## config.mk

```make
export PLATFORM = sky130hd
export DESIGN_NAME = mem_arbiter
export DESIGN_NICKNAME = d
export VERILOG_FILES = /design/src/rtl/mem_arb_pkg.sv /design/src/rtl/rr_arbiter2.sv /design/src/rtl/mem_arbiter.sv
export SDC_FILE = /design/constraint.sdc
export NUM_CORES = 1
export LEC_CHECK = 0
export ABC_AREA = 1
export BUFFER_PORTS_ARGS = -buffer_cell sky130_fd_sc_hd__clkbuf_2
export CAP_MARGIN = 10
export CELL_PAD_IN_SITES_DETAIL_PLACEMENT = 2
export CELL_PAD_IN_SITES_GLOBAL_PLACEMENT = 2
export CORE_AREA = 4 4 89 91
export DETAILED_ROUTE_END_ITERATION = 10
export DIE_AREA = 0 0 93 95
export GPL_TIMING_DRIVEN = 1
export PLACE_DENSITY = 0.84
export SYNTH_ARGS = -nofsm -noshare
export SYNTH_HDL_FRONTEND = slang
export SYNTH_SLANG_ARGS = --single-unit
```

## constraint.sdc

```tcl
create_clock -name clk -period 3.4 [get_ports clk]
set_clock_uncertainty 0.2 [all_clocks]
set_input_delay 0.68 -clock clk [delete_from_list [all_inputs] [get_ports clk]]
set_output_delay 0.68 -clock clk [all_outputs]
set_load 0.005 [all_outputs]
```

## src/rtl/mem_arb_pkg.sv

```systemverilog
// ============================================================================
// mem_arb_pkg : shared types and constants for the two-port memory arbiter
// Rev 1.0
// ============================================================================
`default_nettype none

package mem_arb_pkg;

    localparam int DEF_DATA_WIDTH     = 8;
    localparam int DEF_DATA_DIR_WIDTH = 8;

    localparam logic REQ_A = 1'b0;
    localparam logic REQ_B = 1'b1;

    typedef enum logic [1:0] {
        IDLE   = 2'd0,
        ACCESS = 2'd1,
        RESP   = 2'd2
    } state_e;

endpackage

`default_nettype wire

```

## src/rtl/rr_arbiter2.sv

```systemverilog
// ============================================================================
// rr_arbiter2 : two-way round-robin pick with one-hot grant
// Rev 1.0
// ============================================================================
`default_nettype none

module rr_arbiter2
    import mem_arb_pkg::*;
(
    input  logic [1:0] req,
    input  logic       last,
    output logic [1:0] gnt
);

    always_comb begin
        gnt = 2'b00;
        case (req)
            2'b01:   gnt = 2'b01;
            2'b10:   gnt = 2'b10;
            // On a tie, whoever was not served last goes first
            2'b11:   gnt = (last == REQ_A) ? 2'b10 : 2'b01;
            default: gnt = 2'b00;
        endcase
    end

endmodule

`default_nettype wire

```

## src/rtl/mem_arbiter.sv

```systemverilog
// ============================================================================
// mem_arbiter : round-robin arbiter sharing one memory port between a
//               pipeline requester (a) and a loader requester (b)
// Rev 1.0
// ============================================================================
`default_nettype none

module mem_arbiter
    import mem_arb_pkg::*;
#(
    parameter int DATA_WIDTH     = DEF_DATA_WIDTH,
    parameter int DATA_DIR_WIDTH = DEF_DATA_DIR_WIDTH
) (
    input  logic                      clk,
    input  logic                      rst,

    input  logic                      a_req,
    input  logic                      a_we,
    input  logic [DATA_DIR_WIDTH-1:0] a_addr,
    input  logic [DATA_WIDTH-1:0]     a_wdata,
    output logic                      a_gnt,
    output logic                      a_rvalid,
    output logic [DATA_WIDTH-1:0]     a_rdata,

    input  logic                      b_req,
    input  logic                      b_we,
    input  logic [DATA_DIR_WIDTH-1:0] b_addr,
    input  logic [DATA_WIDTH-1:0]     b_wdata,
    output logic                      b_gnt,
    output logic                      b_rvalid,
    output logic [DATA_WIDTH-1:0]     b_rdata,

    output logic                      mem_we,
    output logic                      mem_re,
    output logic [DATA_DIR_WIDTH-1:0] mem_addr,
    output logic [DATA_WIDTH-1:0]     mem_wdata,
    input  logic [DATA_WIDTH-1:0]     mem_rdata
);

    state_e                    state_q, state_d;
    logic                      last_q, last_d;
    logic                      owner_q, owner_d;
    logic                      we_q, we_d;
    logic [DATA_DIR_WIDTH-1:0] addr_q, addr_d;
    logic [DATA_WIDTH-1:0]     wdata_q, wdata_d;
    logic [DATA_WIDTH-1:0]     a_rdata_q, a_rdata_d;
    logic [DATA_WIDTH-1:0]     b_rdata_q, b_rdata_d;

    logic [1:0]                w_pick;
    logic                      w_idle;
    logic                      w_any_gnt;

    rr_arbiter2 u_rr (
        .req  ({b_req, a_req}),
        .last (last_q),
        .gnt  (w_pick)
    );

    // Grants are suppressed while reset is held low
    assign w_idle    = (state_q == IDLE) && rst;
    assign a_gnt     = w_idle && w_pick[0];
    assign b_gnt     = w_idle && w_pick[1];
    assign w_any_gnt = a_gnt || b_gnt;

    always_comb begin
        state_d   = state_q;
        last_d    = last_q;
        owner_d   = owner_q;
        we_d      = we_q;
        addr_d    = addr_q;
        wdata_d   = wdata_q;
        a_rdata_d = a_rdata_q;
        b_rdata_d = b_rdata_q;
        case (state_q)
            IDLE: begin
                if (w_any_gnt) begin
                    state_d = ACCESS;
                    last_d  = b_gnt ? REQ_B : REQ_A;
                    owner_d = b_gnt ? REQ_B : REQ_A;
                    we_d    = b_gnt ? b_we    : a_we;
                    addr_d  = b_gnt ? b_addr  : a_addr;
                    wdata_d = b_gnt ? b_wdata : a_wdata;
                end
            end
            ACCESS: begin
                state_d = RESP;
                if (!we_q) begin
                    if (owner_q == REQ_B) b_rdata_d = mem_rdata;
                    else                  a_rdata_d = mem_rdata;
                end
            end
            RESP:    state_d = IDLE;
            default: state_d = IDLE;
        endcase
    end

    always_ff @(posedge clk) begin
        if (!rst) begin
            state_q   <= IDLE;
            last_q    <= REQ_B;
            owner_q   <= REQ_A;
            we_q      <= 1'b0;
            addr_q    <= '0;
            wdata_q   <= '0;
            a_rdata_q <= '0;
            b_rdata_q <= '0;
        end else begin
            state_q   <= state_d;
            last_q    <= last_d;
            owner_q   <= owner_d;
            we_q      <= we_d;
            addr_q    <= addr_d;
            wdata_q   <= wdata_d;
            a_rdata_q <= a_rdata_d;
            b_rdata_q <= b_rdata_d;
        end
    end

    // The captured address/data registers double as the held memory-side bus
    assign mem_we    = (state_q == ACCESS) &&  we_q;
    assign mem_re    = (state_q == ACCESS) && !we_q;
    assign mem_addr  = addr_q;
    assign mem_wdata = wdata_q;

    assign a_rvalid  = (state_q == RESP) && (owner_q == REQ_A);
    assign b_rvalid  = (state_q == RESP) && (owner_q == REQ_B);
    assign a_rdata   = a_rdata_q;
    assign b_rdata   = b_rdata_q;

endmodule

`default_nettype wire

```

==> summary.md, run 1 <==
| Metric | Value |
|---|---|
| Crit path cell chain | `clkbuf_2 > nand2_2 > inv_1 > nand3_1 > inv_1 > clkbuf_2` |
| Worst setup EP type | `output pin` |
| Crit Path Class | `in2out` |
| Pin count of the biggest net entering global routing | `35` |
| Fin crit period | `2475 ps` |
| Critical Path RT | `2520 ps` |
| FF-to-FF path depth | `8` |
| Worst setup margin | `a little over 900 ps` |
| Synth top area share | `between 40% and 50%` |
| Hold Fails Final Rpt | `0` |
| CTS hold repair buffers | `0` |
| Vias/cell | `~4.5` |
| Power per cell area | `between 400 and 500 nW/µm²` |
| Layout cell share with drive strength beyond 1 | `30.09%` |
| Clock Path Buffers | `2` |
| Htree depth | `2` |
| Detailed-route via count | `roughly 1900` |
| Drc violations | `0` |
| First-pass GRT wire length | `9963 µm` |
| CTS Sinks | `37` |
| CTS clock-pin slew for the worst setup and hold paths | `80 ps` |
| Post-detail-place hpwl | `~4900 µm` |
| Initial Utilization | `25.16%` |
| Root Buffer | `clkbuf_8` |
| HP Start | `last_q` |
| Final std cells w/o fill | `~430` |
| Mapped Nets | `293` |
| Synth area leaders | `dfxtp_1 (41%), nor2_1 (14%), o21bai_1 (14%)` |
| Num CTS Buffers | `5` |
| Core area | `7137 µm²` |
| Post-CTS sizing | `0` |
| CP bufs+invs | `4` |
| Final setup fails | `0` |
| Adder-Cell Fraction of Synth Area | `0%` |
| Area leader, netlist | `dfxtp_1` |
| Initial antenna violation count | `0` |
| TritonRoute pass-1 iters | `4` |
| Largest family of logic cells by synthesized area | `simple AND/OR/NAND/NOR gates` |
| Remaining Overflow, GRT | `0` |
| Syn Area/Cell | `a little over 7 µm²` |
| Crit start category | `input pin` |
| Final RePlAce weighted congestion | `slightly above 0.8` |
| DP Cell Count | `420` |
| Flops & latches, synth | `37` |
| Full die area | `a little under 9000 µm²` |
| FP Rows | `31` |
| Ports | `between 80 and 90` |
| Synth cell types | `17` |
| Worst Max-Slew Pin Slew | `598.9 ps` |
| Synth Warn # | `0` |
| Setup repair bufs after CTS | `0` |
| Die height | `roughly 95 µm` |
| Hold Path Class | `reg2reg` |
| FF-to-FF setup slack | `approximately 1400 ps` |
| Mux contribution to synthesized area | `0%` |
| Post-Syn Area | `1795 µm²` |
| Worst rel slew slack | `around three fifths` |
| Crit path DAT | `1600 ps` |
| Vias in the first global route | `~2100` |
| Worst-path fanout max | `19` |
| WHS | `between 200 and 300 ps` |
| Starting DRC count in detailed routing | `39` |
| Register area share after synthesis | `41.25%` |
| Gr usage total | `~14%` |
| TritonCTS clock tree | `yes` |
| Routed Antenna Nets | `0` |
| Slowest cell delay on critical path | `between 200 and 300 ps` |
| WL per Instance | `roughly 14 µm` |
| Input/output buffers | `between 80 and 90` |
| Crit path max-delay family | `buffers and inverters` |
| Tcrit/Tclk final | `between 70% and 80%` |
| Leak | `1.246 nW` |
| VDD IR-drop max | `between 0.1 and 0.15 mV` |
| XOR/XNOR Fraction of Synth Area | `0%` |
| Drt total wl | `6136 µm` |
| Syn-to-layout area delta | `35.47%` |
| Antenna Cells | `0` |
| Place WS | `a little over 800 ps` |
| RR Startpoint | `state_q[0]` |
| Hold path depth | `2` |
| Final setup TNS | `0 ps` |
| Slowest library cell on the worst path | `clkbuf_2` |
| Nets | `about 370` |
| Max frequency | `just over 0.4 GHz` |
| Simple-Gate Fraction of Synth Area | `around 29%` |
| Hold Path Sink | `last_q` |
| Total Power | `about 1.2 mW` |
| Slew Limit Fails | `0` |
| Skew-Pair Late Insertion Delay | `between 200 and 300 ps` |
| Maxcap violations | `0` |
| Worst flop-to-flop path endpoint | `mem_addr[5]` |
| Mapped Cells | `roughly 250` |
| Post-synthesis compound-gate area fraction | `about a fifth` |
| Outcome | `completed` |
| Unrepaired setup endpoints after global routing | `false` |
| Width of the die | `93 µm` |
==> cell usage after synthesis (all sizes together) <==
master / n
o21bai: 34
nor2: 70
nand2: 26
nand3: 2
dfxtp: 37
a21oi: 2
clkbuf: 3
inv: 28
nor3b: 17
o21ai: 17
nor3: 2
buf: 9
==> placed cells by master, fill, tap and decap left out, drive strengths merged, types with 3 or more instances in the layout <==
master / instances
nor3b: 17
dfxtp: 37
o21ai: 17
inv: 29
buf: 3
nand2: 26
clkbuf: 88
nor2: 70
o21bai: 34
==> final cells by class <==
cell class	instances	area [µm²]
fillers	895	4705
multi-input cells	170	874.6
flip-flops and latches	37	740.7
repair buffers	86	450.4
well taps	99	123.9
inverters	28	105.1
clock buffers	5	68.82
clock inverters	3	68.82
==> report_power, final <==
| group | total (mW) | internal, mW | switching (mW) |
|---|---|---|---|
| Combinational | 0.209 | 0.0912 | 0.118 |
| Clock | 0.471 | 0.296 | 0.175 |
| Sequential | 0.489 | 0.467 | 0.0223 |
==> worst max-delay path by stage <==
stage | startpoint | end | slack, ps | depth (start not counted)
global route | rst | b_gnt | 780 | 6
floorplan | rst | b_gnt | 1330 | 5
CTS | rst | b_gnt | 910 | 6
global placement | rst | mem_addr[3] | 900 | 8
finish | rst | b_gnt | 920 | 6
detailed placement | rst | mem_wdata[2] | 830 | 8
==> per-layer routing <==
metal | part of all wire [%] | vias to the layer above | wire [µm] | global-route usage (%)
li1 | - | 941 | - | -
met1 | 43 | 894 | 2649 | 17.08
met2 | 49 | 70 | 3019 | 25.67
met3 | 6.6 | 5 | 404 | 3.904
met4 | 1.0 | 0 | 62 | 3.663
met5 | 0 | - | 0 | 0
==> kinds of logic after synthesis <==
group | after synthesis
buffers and inverters | 40
AND/OR/NAND/NOR | 117
AO/OA/AOI/OAI | 53
flip-flops | 37
==> stage by stage <==
| stage | cell area, µm² | util, % |
|---|---|---|
| floorplan | 1795 | - |
| global route | 2432 | 34.08 |
| detailed placement | 2295 | 32.15 |
| CTS | 2432 | 34.08 |
| global placement | 2295 | 32.15 |
| finish | 2432 | 34.08 |
==> flip-flops by register name, indices dropped and copies added, names as in the netlist <==
signal / cells
we_q: 1
owner_q: 1
a_rdata: 8
last_q: 1
state_q: 2
mem_wdata: 8
mem_addr: 8
b_rdata: 8
==> tightest hold or removal path: stages, from the launching register on <==
cell and delay (ps):
dfxtp_1 340, nand2_1 60, nand3_1 50
Note: power is estimated with default switching activity, not from simulation.
==> inputs of run 2 (changes only) <==
- CORE_AREA: 4 4 89 91 -> 4 4 92 94
- DIE_AREA: 0 0 93 95 -> 0 0 96 98
- PLACE_DENSITY: 0.84 -> 0.79
- clock period: 3.4 -> 2.28 ns (I/O delays scaled with it)
==> run 2 against run 1 <==
  * Routed wire length decreased by 3.3%
  * Sequential power increased by 48%
  * Via count about the same
  * Critical path depth unchanged
  * Flip-flop and latch count unchanged
  * Largest cell class unchanged
  * Total power increased by 38%
  * Critical path type is now reg2out
==> summary.md, run 2 (synthesis gave the netlist of run 1 again) <==
| Metric | Value |
|---|---|
| CTS hold repair buffers | `0 (unchanged)` |
| Tcrit/Tclk final | `roughly nine tenths` |
| Initial Utilization | `23.48% (-1.7 points)` |
| Vias/cell | `4.424 (-0.87%)` |
| Worst flop-to-flop path endpoint | `mem_addr[5]` |
| WHS | `254.8 ps (-24.70 ps)` |
| Input/output buffers | `83 (unchanged)` |
| CTS clock-pin slew for the worst setup and hold paths | `80 ps (about the same)` |
| Maxcap violations | `0 (unchanged)` |
| Pin count of the biggest net entering global routing | `36 (+2.9%)` |
| Initial antenna violation count | `0 (unchanged)` |
| Critical Path RT | `1620 ps (-900 ps)` |
| FP Rows | `32 (+3.2%)` |
| Final RePlAce weighted congestion | `0.7246 (-11%)` |
| Vias in the first global route | `2133 (+2.5%)` |
| Htree depth | `2 (unchanged)` |
| Outcome | `completed` |
| Unrepaired setup endpoints after global routing | `false` |
| Worst Max-Slew Pin Slew | `590.3 ps (-8.648 ps)` |
| RR Startpoint | `state_q[0]` |
| TritonRoute pass-1 iters | `4 (unchanged)` |
| Nets | `375 (+0.27%)` |
| CP startpoint | `state_q[0]` |
| TritonCTS clock tree | `yes` |
| Hold path depth | `3 (+1)` |
| Crit Path Class | `reg2out` |
| HP Start | `mem_rdata[1]` |
| CTS Sinks | `37 (unchanged)` |
| Hold Path Class | `in2reg` |
| FF-to-FF setup slack | `540 ps (-810 ps)` |
| WL per Instance | `13.73 µm (-4.2%)` |
| Drt total wl | `5933 µm (-3.3%)` |
| Antenna Cells | `0 (unchanged)` |
| Ports | `84 (unchanged)` |
| Worst setup EP type | `output pin` |
| Remaining Overflow, GRT | `0 (unchanged)` |
| Die height | `98 µm (+3.2%)` |
| Leak | `1.233 nW (-1.1%)` |
| Worst-path fanout max | `11 (-8)` |
| Leading cell type in the layout, fill and taps excluded | `clkbuf_2` |
| Post-CTS sizing | `0 (unchanged)` |
| Post-detail-place hpwl | `4643 µm (-4.3%)` |
| Slew Limit Fails | `0 (unchanged)` |
| Num CTS Buffers | `5 (unchanged)` |
| VDD IR-drop max | `0.2405 mV (+62%)` |
| Fin crit period | `2042 ps` |
| Highest-count cells in the layout ignoring fill and taps | `clkbuf_2 (83), nor2_1 (69), dfxtp_1 (37)` |
| Setup repair bufs after CTS | `0 (unchanged)` |
| Final setup TNS | `0 ps (unchanged)` |
| Crit start category | `register` |
| Crit path DAT | `1390 ps (-210 ps)` |
| FF-to-FF path depth | `7 (-1)` |
| Hold Path Sink | `b_rdata[1]` |
| Power per cell area | `669.4 nW/µm² (+39%)` |
| Max frequency | `around 0.49 GHz` |
| Full die area | `9408 µm² (+6.5%)` |
| Gr usage total | `13.33% (-1.1 points)` |
| Drc violations | `0 (unchanged)` |
| Syn-to-layout area delta | `34.15%` |
| Hold Fails Final Rpt | `0 (unchanged)` |
| Skew-Pair Late Insertion Delay | `280 ps (about the same)` |
| Core area | `7647 µm² (+7.2%)` |
| First-pass GRT wire length | `9963 µm (unchanged)` |
| Final setup fails | `0 (unchanged)` |
| Width of the die | `96 µm (+3.2%)` |
| Routed Antenna Nets | `0 (unchanged)` |
| Detailed-route via count | `1911 (+0.052%)` |
| Layout cell share with drive strength beyond 1 | `30.30% (+0.21 points)` |
| Root Buffer | `clkbuf_8` |
| Clock Path Buffers | `2 (unchanged)` |
| Worst rel slew slack | `60.61% (+0.58 points)` |
| Starting DRC count in detailed routing | `21 (-46%)` |
-- run 2: worst max path at each step --
stage / to / slack (ps) / depth (start not counted)
global route: b_gnt / 90 / 6
CTS: b_gnt / 190 / 6
detailed placement: we_q / 450 / 7
floorplan: b_gnt / 650 / 5
global placement: b_gnt / 480 / 6
finish: b_gnt / 240 / 6
-- run 2: area by class of cell --
| class | count | area, µm² |
|---|---|---|
| fill | 953 | 5239 |
| timing repair buffer | 87 | 445.4 |
| clock buffer | 5 | 68.82 |
| tap | 102 | 127.6 |
| inverter | 28 | 105.1 |
| clock inverter | 3 | 46.29 |
| multi-input combinational | 170 | 874.6 |
| sequential | 37 | 740.7 |
-- run 2: power by group --
group	internal (mW)	switching, mW	total, mW
Combinational	0.133	0.174	0.308
Clock	0.328	0.251	0.579
Sequential	0.697	0.0293	0.726
-- run 2: per-layer routing --
layer / wire length, µm / global-route usage (%) / share of wire (%) / up-vias
met5: 0 / 0 / 0 / -
met4: 18 / 2.298 / 0.30 / 0
met3: 482 / 4.545 / 8.1 / 2
met2: 2900 / 22.78 / 49 / 71
met1: 2533 / 16.20 / 43 / 898
li1: - / - / - / 940
-- run 2: critical path, cell delays in order, from the launching register on --
cell and delay [ps]:
dfxtp_1 340, nor2_1 140, nand2_2 180, inv_1 120, nand3_1 110, inv_1 80, clkbuf_2 110
-- run 2: per-stage QoR --
stage / instance area (µm²) / instances / util, % / setup WS [ps] / power, mW
floorplan: 1795 / 247 / - / 653.7 / 0.9193
global placement: 2293 / 424 / 29.99 / 477.0 / 1.043
detailed placement: 2293 / 424 / 29.99 / 447.3 / 1.058
CTS: 2409 / 432 / 31.50 / 185.6 / 1.652
global route: 2409 / 432 / 31.50 / 85.22 / 1.728
finish: 2409 / 432 / 31.50 / 238.2 / 1.612
==> inputs of run 3 (changes only) <==
- ABC_AREA: 1 -> not set
- CORE_AREA: 4 4 92 94 -> 4 4 88 90
- DIE_AREA: 0 0 96 98 -> 0 0 92 94
==> run 3 against run 2 <==
  * Non-clock buffer count grew 6
  * Critical endpoint unchanged
  * Highest routed layer unchanged
  * Fmax is 1.4% lower
  * Total power grew 6.1%
  * Flip-flop and latch count unchanged
  * Sequential share of layout area grew 0.45 points
  * Combinational power hardly changed
  * Die area down 8.1%
==> summary.md, run 3 <==
| Metric | Value |
|---|---|
| Outcome | `completed` |
| GR Util met2 | `26.40% (+3.6 points)` |
| Power per cell area | `720.7 nW/µm² (+7.7%)` |
| Layout cell share with drive strength beyond 1 | `44.24% (+14 points)` |
| Hold Path Class | `in2reg` |
| Sw Share | `26.30% (-1.9 points)` |
| First-pass GRT wire length | `9915 µm (-0.48%)` |
| CTS Sinks | `37 (unchanged)` |
| EDFF count, synth | `0 (unchanged)` |
| Width of the die | `92 µm (-4.2%)` |
| Max frequency | `0.4828 GHz (-1.4%)` |
| Slowest library cell on the worst path | `or3b_1` |
| Remaining Overflow, GRT | `0 (unchanged)` |
| Post-detail-place hpwl | `4565 µm (-1.7%)` |
| CTS hold repair buffers | `0 (unchanged)` |
| Final setup fails | `0 (unchanged)` |
| Leading cell type in the layout, fill and taps excluded | `clkbuf_2` |
| Worst setup EP type | `output pin` |
| Hold Fails Final Rpt | `0 (unchanged)` |
| Synth Warn # | `0 (unchanged)` |
| Post-CTS sizing | `0 (unchanged)` |
| CP bufs+invs | `1 (-2)` |
| Drt total wl | `6041 µm (+1.8%)` |
| Busiest grt layer | `met2` |
| CTS clock-pin slew for the worst setup and hold paths | `80 ps (about the same)` |
| Highest-count cells in the layout ignoring fill and taps | `clkbuf_2 (83), dfxtp_1 (37), a21oi_1 (24)` |
| Gr usage total | `14.57% (+1.2 points)` |
| Crit path DAT | `1420 ps (+30 ps)` |
| Synth top area share | `41.81% (+0.55 points)` |
| Internal | `1.261 mW (+8.9%)` |
| Crit path cell chain | `or3b_1 > nor2_4 > clkbuf_2` |
| Num CTS Buffers | `5 (unchanged)` |
| CP startpoint | `state_q[1]` |
| Input/output buffers | `83 (unchanged)` |
| Post-Syn Area | `1772 µm² (-1.3%)` |
| Mapped Cells | `186 (-25%)` |
| Routed Antenna Nets | `0 (unchanged)` |
| Mapped Nets | `232 (-21%)` |
| Htree depth | `2 (unchanged)` |
| Pin count of the biggest net entering global routing | `35 (-2.8%)` |
| Critical Path RT | `1620 ps (about the same)` |
| Register area share after synthesis | `41.81% (+0.55 points)` |
| Crit path max-delay family | `simple AND/OR/NAND/NOR gates` |
| Ports | `84 (unchanged)` |
| Maxcap violations | `0 (unchanged)` |
| Worst rel slew slack | `70.79% (+10 points)` |
| Antenna Cells | `0 (unchanged)` |
| Worst-path fanout max | `10 (-1)` |
| WHS | `197.7 ps (-57.08 ps)` |
| FP Rows | `31 (-3.1%)` |
| Detailed-route via count | `1778 (-7.0%)` |
| Clock Path Buffers | `2 (unchanged)` |
| Comb pwr share | `17.8% (-1.3 points)` |
| Flops & latches, synth | `37 (unchanged)` |
| Syn-to-layout area delta | `33.97%` |
| RR Startpoint | `state_q[1]` |
| Setup repair bufs after CTS | `0 (unchanged)` |
| Worst Max-Slew Pin Slew | `438.1 ps (-152.2 ps)` |
| Initial antenna violation count | `0 (unchanged)` |
| Synth cell types | `36 (+19)` |
| Skew-Pair Late Insertion Delay | `290 ps (about the same)` |
| Crit start category | `register` |
| Final setup TNS | `0 ps (unchanged)` |
| Full die area | `8648 µm² (-8.1%)` |
| Slowest cell delay on critical path | `450 ps (+110 ps)` |
| TritonRoute pass-1 iters | `4 (unchanged)` |
| FFs w/ async S/R, synth | `0% (unchanged)` |
| Met1 Use GR | `17.10% (+0.90 points)` |
| Drc violations | `0 (unchanged)` |
| Crit Path Class | `reg2out` |
| Synth cell count leaders | `dfxtp_1 (37), a21oi_1 (24), nand3_1 (17)` |
| Final RePlAce weighted congestion | `0.7227 (-0.26%)` |
| Synth area leaders | `dfxtp_1 (42%), a311oi_2 (7.6%), a21oi_1 (6.8%)` |
| Top-count cell post-synth | `dfxtp_1` |
| Power share of the clock group | `39.8% (+3.9 points)` |
| Vias in the first global route | `1993 (-6.6%)` |
| Vias/cell | `4.832 (+9.2%)` |
| TritonCTS clock tree | `yes` |
| Sequential power share | `42.4% (-2.6 points)` |
| Root Buffer | `clkbuf_8` |
| Post-synth top flop | `dfxtp_1` |
| WL per Instance | `16.42 µm (+20%)` |
| Nets | `314 (-16%)` |
| Starting DRC count in detailed routing | `50 (+140%)` |
| VDD IR-drop max | `0.2515 mV (+4.6%)` |
| HP Start | `mem_rdata[0]` |
| Met3 Track Usage GR | `3.365% (-1.2 points)` |
| Syn Area/Cell | `9.525 µm² (+31%)` |
| Unrepaired setup endpoints after global routing | `false` |
| Die height | `94 µm (-4.1%)` |
| Leak | `0.9736 nW (-21%)` |
| P_sw | `0.4498 mW (-1.1%)` |
| Initial Utilization | `25.10% (+1.6 points)` |
| Tcrit/Tclk final | `90.84% (+1.3 points)` |
| Fin crit period | `2071 ps (+29.30 ps)` |
| Core area | `7059 µm² (-7.7%)` |
| Slew Limit Fails | `0 (unchanged)` |
| Area leader, netlist | `dfxtp_1` |
-- run 3: metrics by stage --
stage               total power, mW  instances  util [%]  instance area (µm²)  worst slack (ps)
detailed placement            1.055        360     31.73                 2240             273.1
global placement              1.038        360     31.73                 2240             376.7
global route                  1.817        368     33.62                 2374             116.0
floorplan                    0.9285        186         -                 1772             450.9
CTS                           1.747        368     33.62                 2374             178.0
finish                        1.711        368     33.62                 2374             208.9
-- run 3: kinds of logic after synthesis --
kind of cell | Yosys count | share of synthesized area [%]
buffers and inverters | 21 | 9.252
multiplexers | 8 | 4.520
flip-flops | 37 | 41.81
AND/OR/NAND/NOR | 56 | 17.66
AO/OA/AOI/OAI | 64 | 26.77
-- run 3: final cells by class --
class / instances / area [µm²]
clock buffer: 5 / 68.82
clock inverter: 3 / 65.06
fill: 857 / 4686
inverter: 3 / 11.26
multi-input combinational: 128 / 873.3
sequential: 37 / 740.7
tap: 99 / 123.9
timing repair buffer: 93 / 490.5
-- run 3: power groups by stage --
| stage | clock network (mW) | logic [mW] | registers [mW] |
|---|---|---|---|
| 6_report | 0.681 | 0.305 | 0.724 |
| 5_1_grt | 0.742 | 0.342 | 0.733 |
| 4_1_cts | 0.706 | 0.315 | 0.726 |
| 3_5_place_dp | 0 | 0.314 | 0.741 |
| 3_3_place_gp | 0 | 0.300 | 0.738 |
| 2_1_floorplan | 0 | 0.197 | 0.731 |
-- run 3: worst paths after layout --
check,to,slack [ps],depth (start not counted)
hold / removal,a_rdata[0],200,3
setup / recovery,b_gnt,210,3
setup reg to reg,mem_addr[3],450,5
hold reg to reg,a_rdata[2],260,2
-- run 3: layer usage --
metal	up-vias	part of all wire, %
met1	870	41
met3	6	5.3
met4	0	1.0
li1	844	-
met2	58	52
met5	-	0
-- run 3: worst register-to-register path, stage by stage, from the launching register on --
cell and delay (ps):
dfxtp_1 420, nor3b_4 250, buf_4 240, and2_1 160
buf_4 270, a311oi_2 150
